**src/rtl/play_scroll_ctrl_if.sv**
```systemverilog
// Song source handshake: note vector with valid/last qualifiers and a consume strobe.
interface play_scroll_ctrl_if;
  logic [7:0] song_note;
  logic       song_valid;
  logic       song_last;
  logic       song_ready;

  modport master (output song_note, output song_valid, output song_last, input song_ready);
  modport slave  (input song_note, input song_valid, input song_last, output song_ready);
endinterface

```
**src/rtl/play_scroll_ctrl.sv**
```systemverilog
// Play-mode scroll sequencer: tick pacing, note prefetch, start/pause/abort/drain, hit scoring.
// Optional underrun counter output enabled by defining PLAY_UNDERRUN_CNT_EN.
module play_scroll_ctrl #(
  parameter int unsigned PERIOD      = 100000,
  parameter int unsigned DRAIN_TICKS = 32,
  parameter int unsigned SCORE_W     = 10
) (
  input  logic               vga_clk,
  input  logic               rst_n,
  input  logic               start,
  input  logic               pause,
  input  logic               abort,
  play_scroll_ctrl_if.slave  song,
  input  logic [6:0]         key,
  input  logic [6:0]         bottom,
  output logic [7:0]         note,
  output logic               output_ready,
  output logic               scroll_tick,
  output logic               busy,
  output logic               done,
  output logic [SCORE_W-1:0] score
`ifdef PLAY_UNDERRUN_CNT_EN
  ,
  output logic [7:0]         underrun_cnt
`endif
);

  localparam int unsigned CW = (PERIOD > 2) ? $clog2(PERIOD) : 1;
  localparam int unsigned DW = (DRAIN_TICKS > 2) ? $clog2(DRAIN_TICKS) : 1;
  // Widened so a full 7-lane hit can never wrap before the clamp on narrow scores.
  localparam int unsigned AW = (SCORE_W + 1 < 4) ? 4 : SCORE_W + 1;

  localparam logic [CW-1:0] CNT_LAST   = CW'(PERIOD - 1);
  localparam logic [CW-1:0] CNT_PRE    = CW'(PERIOD - 2);
  localparam logic [DW-1:0] DRAIN_LAST = DW'(DRAIN_TICKS - 1);
  localparam logic [AW-1:0] SCORE_MAX  = AW'((1 << SCORE_W) - 1);

  typedef enum logic [1:0] {IDLE, RUN, PAUSE, DRAIN} state_t;

  state_t        state;
  logic [CW-1:0] cnt;
  logic [DW-1:0] drain_cnt;
  logic          last_pending;
  logic          counting;
  logic [AW-1:0] hits;
  logic [AW-1:0] sum;
  logic [SCORE_W-1:0] score_next;

  assign counting        = (state == RUN) || (state == DRAIN);
  assign busy            = (state != IDLE);
  assign scroll_tick     = counting && (cnt == CNT_LAST) && !abort;
  assign song.song_ready = (state == RUN) && (cnt == CNT_PRE) && song.song_valid && !abort;

  always_comb begin
    hits = '0;
    for (int unsigned i = 0; i < 7; i++) begin
      hits = hits + AW'(key[i] & bottom[i]);
    end
    sum        = AW'(score) + hits;
    score_next = (sum > SCORE_MAX) ? '1 : sum[SCORE_W-1:0];
  end

  always_ff @(posedge vga_clk or negedge rst_n) begin
    if (!rst_n) begin
      state        <= IDLE;
      cnt          <= '0;
      drain_cnt    <= '0;
      last_pending <= 1'b0;
      note         <= '0;
      output_ready <= 1'b0;
      done         <= 1'b0;
      score        <= '0;
`ifdef PLAY_UNDERRUN_CNT_EN
      underrun_cnt <= '0;
`endif
    end else begin
      done <= 1'b0;
      if (abort) begin
        state        <= IDLE;
        cnt          <= '0;
        drain_cnt    <= '0;
        last_pending <= 1'b0;
        note         <= '0;
        output_ready <= 1'b0;
      end else begin
        case (state)
          IDLE: begin
            if (start) begin
              state        <= RUN;
              cnt          <= '0;
              drain_cnt    <= '0;
              last_pending <= 1'b0;
              score        <= '0;
`ifdef PLAY_UNDERRUN_CNT_EN
              underrun_cnt <= '0;
`endif
            end
          end
          RUN: begin
            cnt <= (cnt == CNT_LAST) ? '0 : cnt + CW'(1);
            if (cnt == CNT_PRE) begin
              if (song.song_valid) begin
                note         <= song.song_note;
                output_ready <= 1'b1;
                if (song.song_last) last_pending <= 1'b1;
              end else begin
                note         <= '0;
                output_ready <= 1'b0;
`ifdef PLAY_UNDERRUN_CNT_EN
                if (underrun_cnt != 8'hFF) underrun_cnt <= underrun_cnt + 8'd1;
`endif
              end
            end
            if (cnt == CNT_LAST) score <= score_next;
            // The last note's tick hands over to DRAIN even if pause rises the same cycle.
            if ((cnt == CNT_LAST) && last_pending) begin
              state        <= DRAIN;
              last_pending <= 1'b0;
              drain_cnt    <= '0;
            end else if (pause) begin
              state <= PAUSE;
            end
          end
          PAUSE: begin
            if (!pause) state <= RUN;
          end
          DRAIN: begin
            cnt <= (cnt == CNT_LAST) ? '0 : cnt + CW'(1);
            if (cnt == CNT_PRE) begin
              note         <= '0;
              output_ready <= 1'b0;
            end
            if (cnt == CNT_LAST) begin
              score <= score_next;
              if (drain_cnt == DRAIN_LAST) begin
                state <= IDLE;
                done  <= 1'b1;
                cnt   <= '0;
              end else begin
                drain_cnt <= drain_cnt + DW'(1);
              end
            end
          end
          default: state <= IDLE;
        endcase
      end
    end
  end

endmodule

```
**src/flat_wrapper.sv**
```systemverilog
// flat-port wrapper written by rule: the top's interface ports become plain ports
module play_scroll_ctrl_flat 
#(
  parameter int unsigned PERIOD      = 100000,
  parameter int unsigned DRAIN_TICKS = 32,
  parameter int unsigned SCORE_W     = 10
)
  (vga_clk, rst_n, start, pause, abort, key, bottom, note, output_ready, scroll_tick, busy, done, score, song_song_note, song_song_valid, song_song_last, song_song_ready);
  play_scroll_ctrl_if song_i ();
  input  logic vga_clk;
  input  logic rst_n;
  input  logic start;
  input  logic pause;
  input  logic abort;
  input  logic [6:0] key;
  input  logic [6:0] bottom;
  output logic [7:0] note;
  output logic output_ready;
  output logic scroll_tick;
  output logic busy;
  output logic done;
  output logic [SCORE_W-1:0] score;
  input wire logic [$bits(song_i.song_note)-1:0] song_song_note;
  input wire logic [$bits(song_i.song_valid)-1:0] song_song_valid;
  input wire logic [$bits(song_i.song_last)-1:0] song_song_last;
  output wire logic [$bits(song_i.song_ready)-1:0] song_song_ready;
  assign song_i.song_note = song_song_note;
  assign song_i.song_valid = song_song_valid;
  assign song_i.song_last = song_song_last;
  assign song_song_ready = song_i.song_ready;
  play_scroll_ctrl #(.PERIOD(PERIOD), .DRAIN_TICKS(DRAIN_TICKS), .SCORE_W(SCORE_W)) u_core (.vga_clk(vga_clk), .rst_n(rst_n), .start(start), .pause(pause), .abort(abort), .song(song_i), .key(key), .bottom(bottom), .note(note), .output_ready(output_ready), .scroll_tick(scroll_tick), .busy(busy), .done(done), .score(score));
endmodule
```
**config.mk**
```make
export PLATFORM = sky130hd
export DESIGN_NAME = play_scroll_ctrl_flat
export DESIGN_NICKNAME = d
export VERILOG_FILES = /design/src/rtl/play_scroll_ctrl_if.sv /design/src/rtl/play_scroll_ctrl.sv /design/src/flat_wrapper.sv
export SDC_FILE = /design/constraint.sdc
export NUM_CORES = 1
export LEC_CHECK = 0
export BUFFER_PORTS_ARGS = -buffer_cell sky130_fd_sc_hd__buf_2
export CORE_MARGIN = 4
export CORE_UTILIZATION = 55
export CTS_CLUSTER_SIZE = 20
export DETAILED_ROUTE_END_ITERATION = 16
export HOLD_SLACK_MARGIN = 0.08
export PLACE_DENSITY_LB_ADDON = 0.2
export RECOVER_POWER = 25
export REMOVE_ABC_BUFFERS = 1
export SYNTH_ARGS = -nofsm -noshare
export SYNTH_HDL_FRONTEND = slang
export SYNTH_SLANG_ARGS = --single-unit
```
**constraint.sdc**
```tcl
create_clock -name vga_clk -period 2.8 [get_ports vga_clk]
set_input_delay 0.7 -clock vga_clk [delete_from_list [all_inputs] [get_ports vga_clk]]
set_output_delay 0.7 -clock vga_clk [all_outputs]
set_load 0.05 [all_outputs]
```
==> impl_metrics.py <==
metrics = {
    "detailed_routing": {
        "routed.top_layer": "met4",
        "drt-met1-wl_um": 2824,
        "vias": 2316,
        "drtIter0Drc": 191,
        "dr_wl_met2_um": 3132,
        "drt-wirelength-per-cell_um": 16.14,
        "routed_wl_um": 6440,
        "drt-vias-per-instance": 5.805,
        "drtAntennaViolNets": 0,
        "wl_met3_um": 387,
        "dr.pass1.iters": 4,
        "drc": 0,
    },
    "sta": {
        "hold_viol": 0,
        "worst_slew_margin_rel_pct": 35.30,
        "tns_ps": -7487,
        "final.min_clock_period_ps": 3590,
        "tightest_slew_ps": 970.4,
        "setup_viol": 11,
        "min_period_over_period_pct": 128.2,
        "clock_skew_ps": 5.174,
        "rsz0062_at_grt": "yes",
        "max_freq_ghz": 0.2786,
        "setup_ws_ps": -789.7,
        "slew_viol_final": 0,
        "worst_hold_slack_ps": 488.6,
    },
    "grt": {
        "antenna_found_initial": 0,
        "overflow": 0,
        "grt_pass1_vias": 2261,
        "grt_max_degree": 29,
        "groute.usage.overall_pct": 22.52,
        "grt_pass1_wl_um": 10780,
    },
    "floorplan": {
        "fp.dieArea_um2": 5929,
        "ioPinCount": 52,
        "die_w_um": 77,
        "die_y_um": 77,
        "start_util_pct": 58.53,
        "coreArea_um2": 4474,
        "rows": 24,
    },
    "synthesis": {
        "avgSynthCellArea_um2": 9.882,
        "netlist_area_um2": 2619,
        "synth_async_sr_flop_share_pct": 100.0,
        "synth_edf_count": 0,
        "synth_cell_types": 52,
        "yosysSeqAreaShare_pct": 43.00,
        "ys.warnings.count": 0,
        "synth_top_area_share_pct": 43.00,
        "synth-seq-cells": 45,
        "yosys.area.top_type": "dfrtp_1",
        "synth.area.top_cells": "dfrtp_1 43%, ha_1 5.3%, nand2_1 3.6%",
        "yosys_most_used_dff": "dfrtp_1",
        "syn_inst": 265,
    },
    "cells_and_area": {
        "fin_util_pct": 74.50,
        "antenna_cells": 0,
        "area_growth_syn_to_layout_pct": 27.28,
        "nets": 390,
        "design_area_um2": 3333,
        "drive_gt1_share_pct": 31.70,
    },
    "status": {
        "outcome": "finished, violations left",
        "violations": "negative setup slack",
    },
    "clock_tree": {
        "cts_root_buffer": "clkbuf_8",
        "cts_made_buffers": 5,
        "cts.sink_count": 45,
        "clk_pin_slew_ps": 80,
        "clkLatencyLatePin_ps": 300,
        "htree_levels": 2,
        "cts_buffer_depth": 2,
        "postCtsHoldBufs": 0,
        "cts_tree": "yes",
    },
    "flow_run": {
        "maxCapViolations": 0,
    },
    "place": {
        "dp_hpwl_um": 4494,
        "io_buffers": 51,
        "gp_congestion": 0.8038,
        "placed_cell_area_um2": 3049,
    },
    "worst_setup_path": {
        "cpMaxStageDelayCell": "fa_1",
        "cp_slowest_stage_delay_ps": 540,
        "crit_type": "in -> reg",
        "required_ps": 2970,
        "worstPathArrival_ps": 3760,
        "endpoint_kind": "flop",
        "reg2reg_depth": 10,
        "critical-path-top-delay-family": "adder cells",
        "critical_path_buf_inv_count": 2,
        "crit_top_cell": "fa_1",
        "path_max_fanout": 5,
        "timing.critical_path.cells": "buf_6, nand2_4, fa_1, fa_1, fa_1, inv_2, ha_4, fa_2, a211o_1, o211ai_1, nor2_2, nor3b_2, a211oi_1",
        "cp-start-kind": "input port",
        "cp.depth": 13,
    },
    "power": {
        "power_density_nw_per_um2": 404.2,
        "power.total_uw": 1347,
        "power_leakage_uw": 0.001693,
        "peakVddDrop_uv": 318.4,
    },
    "hold_path": {
        "whs_path_depth": 1,
        "hold_path_class": "reg -> reg",
    },
}
## Yosys cell counts, types with 2 or more instances
| master | count |
|---|---|
| and3_1 | 7 |
| a21oi_1 | 9 |
| a22o_1 | 10 |
| nor4_4 | 2 |
| inv_1 | 11 |
| clkbuf_1 | 4 |
| a31oi_1 | 2 |
| ha_1 | 11 |
| nor3b_1 | 2 |
| nand3_1 | 8 |
| nor2_1 | 25 |
| o22ai_1 | 2 |
| a21o_1 | 6 |
| nand2_1 | 25 |
| nor2b_1 | 3 |
| nand2b_1 | 2 |
| fa_1 | 4 |
| xor2_1 | 5 |
| or3_1 | 2 |
| nor3_1 | 6 |
| nand4_1 | 7 |
| o2111ai_1 | 2 |
| and2_1 | 3 |
| or4b_4 | 2 |
| nor4_1 | 4 |
| a211o_1 | 2 |
| o211ai_1 | 4 |
| or2_2 | 2 |
| buf_2 | 2 |
| a211oi_1 | 3 |
| xnor2_1 | 10 |
| dfrtp_1 | 45 |
| and4_1 | 2 |
| o21ai_0 | 13 |
## power breakdown
part           leakage [uW]  switching, uW  internal [uW]
sequential         0.000627           10.7            653
combinational       0.00101           99.7           70.9
clock             0.0000585            222            291
total               0.00169            332           1010
## flip-flops by register name (all words and copies together), names as in the netlist
| name | cells |
|---|---|
| u_core.cnt | 17 |
| u_core.done | 1 |
| u_core.drain_cnt | 5 |
| u_core.last_pending | 1 |
| u_core.note | 8 |
| u_core.output_ready | 1 |
| u_core.score | 10 |
| u_core.state | 2 |
## worst paths after layout
| kind | startpoint | to | slack [ps] |
|---|---|---|---|
| max reg2reg | u_core.score[1]$_DFFE_PN0P_ | u_core.score[7]$_DFFE_PN0P_ | 180 |
| min | u_core.output_ready$_DFFE_PN0P_ | u_core.output_ready$_DFFE_PN0P_ | 490 |
| max in group asynchronous | rst_n | u_core.score[8]$_DFFE_PN0P_ | 1070 |
| min reg2reg | u_core.output_ready$_DFFE_PN0P_ | u_core.output_ready$_DFFE_PN0P_ | 490 |
| max | key[3] | u_core.score[7]$_DFFE_PN0P_ | -790 |
| min in group asynchronous | rst_n | u_core.drain_cnt[1]$_DFFE_PN0P_ | 530 |
## layer usage
layer	track usage, %	vias up
met5	0	-
met4	6.406	0
met2	36.41	77
met3	4.567	11
met1	30.80	1103
li1	-	1125
## per-stage QoR
step | cells | setup WS (ps)
final | 399 | -789.7
after global routing | 399 | -922.5
after CTS | 394 | -782.3
after detailed placement | 380 | -1369
after global placement | 380 | -1246
after floorplan | 258 | -1107
## kinds of logic after synthesis
family | Yosys count | synth area share [%]
buffers and inverters | 18 | 2.819
and+or+nand+nor | 107 | 22.79
AOI/OAI and AO/OA | 63 | 17.25
DFF | 45 | 43.00
adders and majority gates | 15 | 8.313
muxes | 2 | 0.8122
xor gates and xnor gates | 15 | 5.016
## cell usage in the layout, fill, tap and decap left out, drive strengths merged, types with 8 or more instances in the layout
| cell type | n |
|---|---|
| o21ai | 13 |
| clkbuf | 9 |
| nor2 | 26 |
| inv | 11 |
| a22o | 10 |
| nand3 | 8 |
| xnor2 | 10 |
| buf | 79 |
| nand2 | 25 |
| ha | 11 |
| dfrtp | 45 |
| a21oi | 11 |
## area by class of cell
class | count | area (um^2)
fill | 319 | 1141
tap | 52 | 65.06
inverter | 11 | 41.29
sequential | 45 | 1126
multi-input combinational | 202 | 1479
clock buffer | 7 | 86.33
clock inverter | 1 | 30.03
timing repair buffer | 81 | 505.5
## what timing repair did
action                                  in CTS  in global routing
endpoints found under the setup margin      12                 12
setup buffers                                6                  5
gates resized for setup                     21                  3
pin swaps                                   18                  8
No activity file was read; power rests on OpenSTA's default activity.
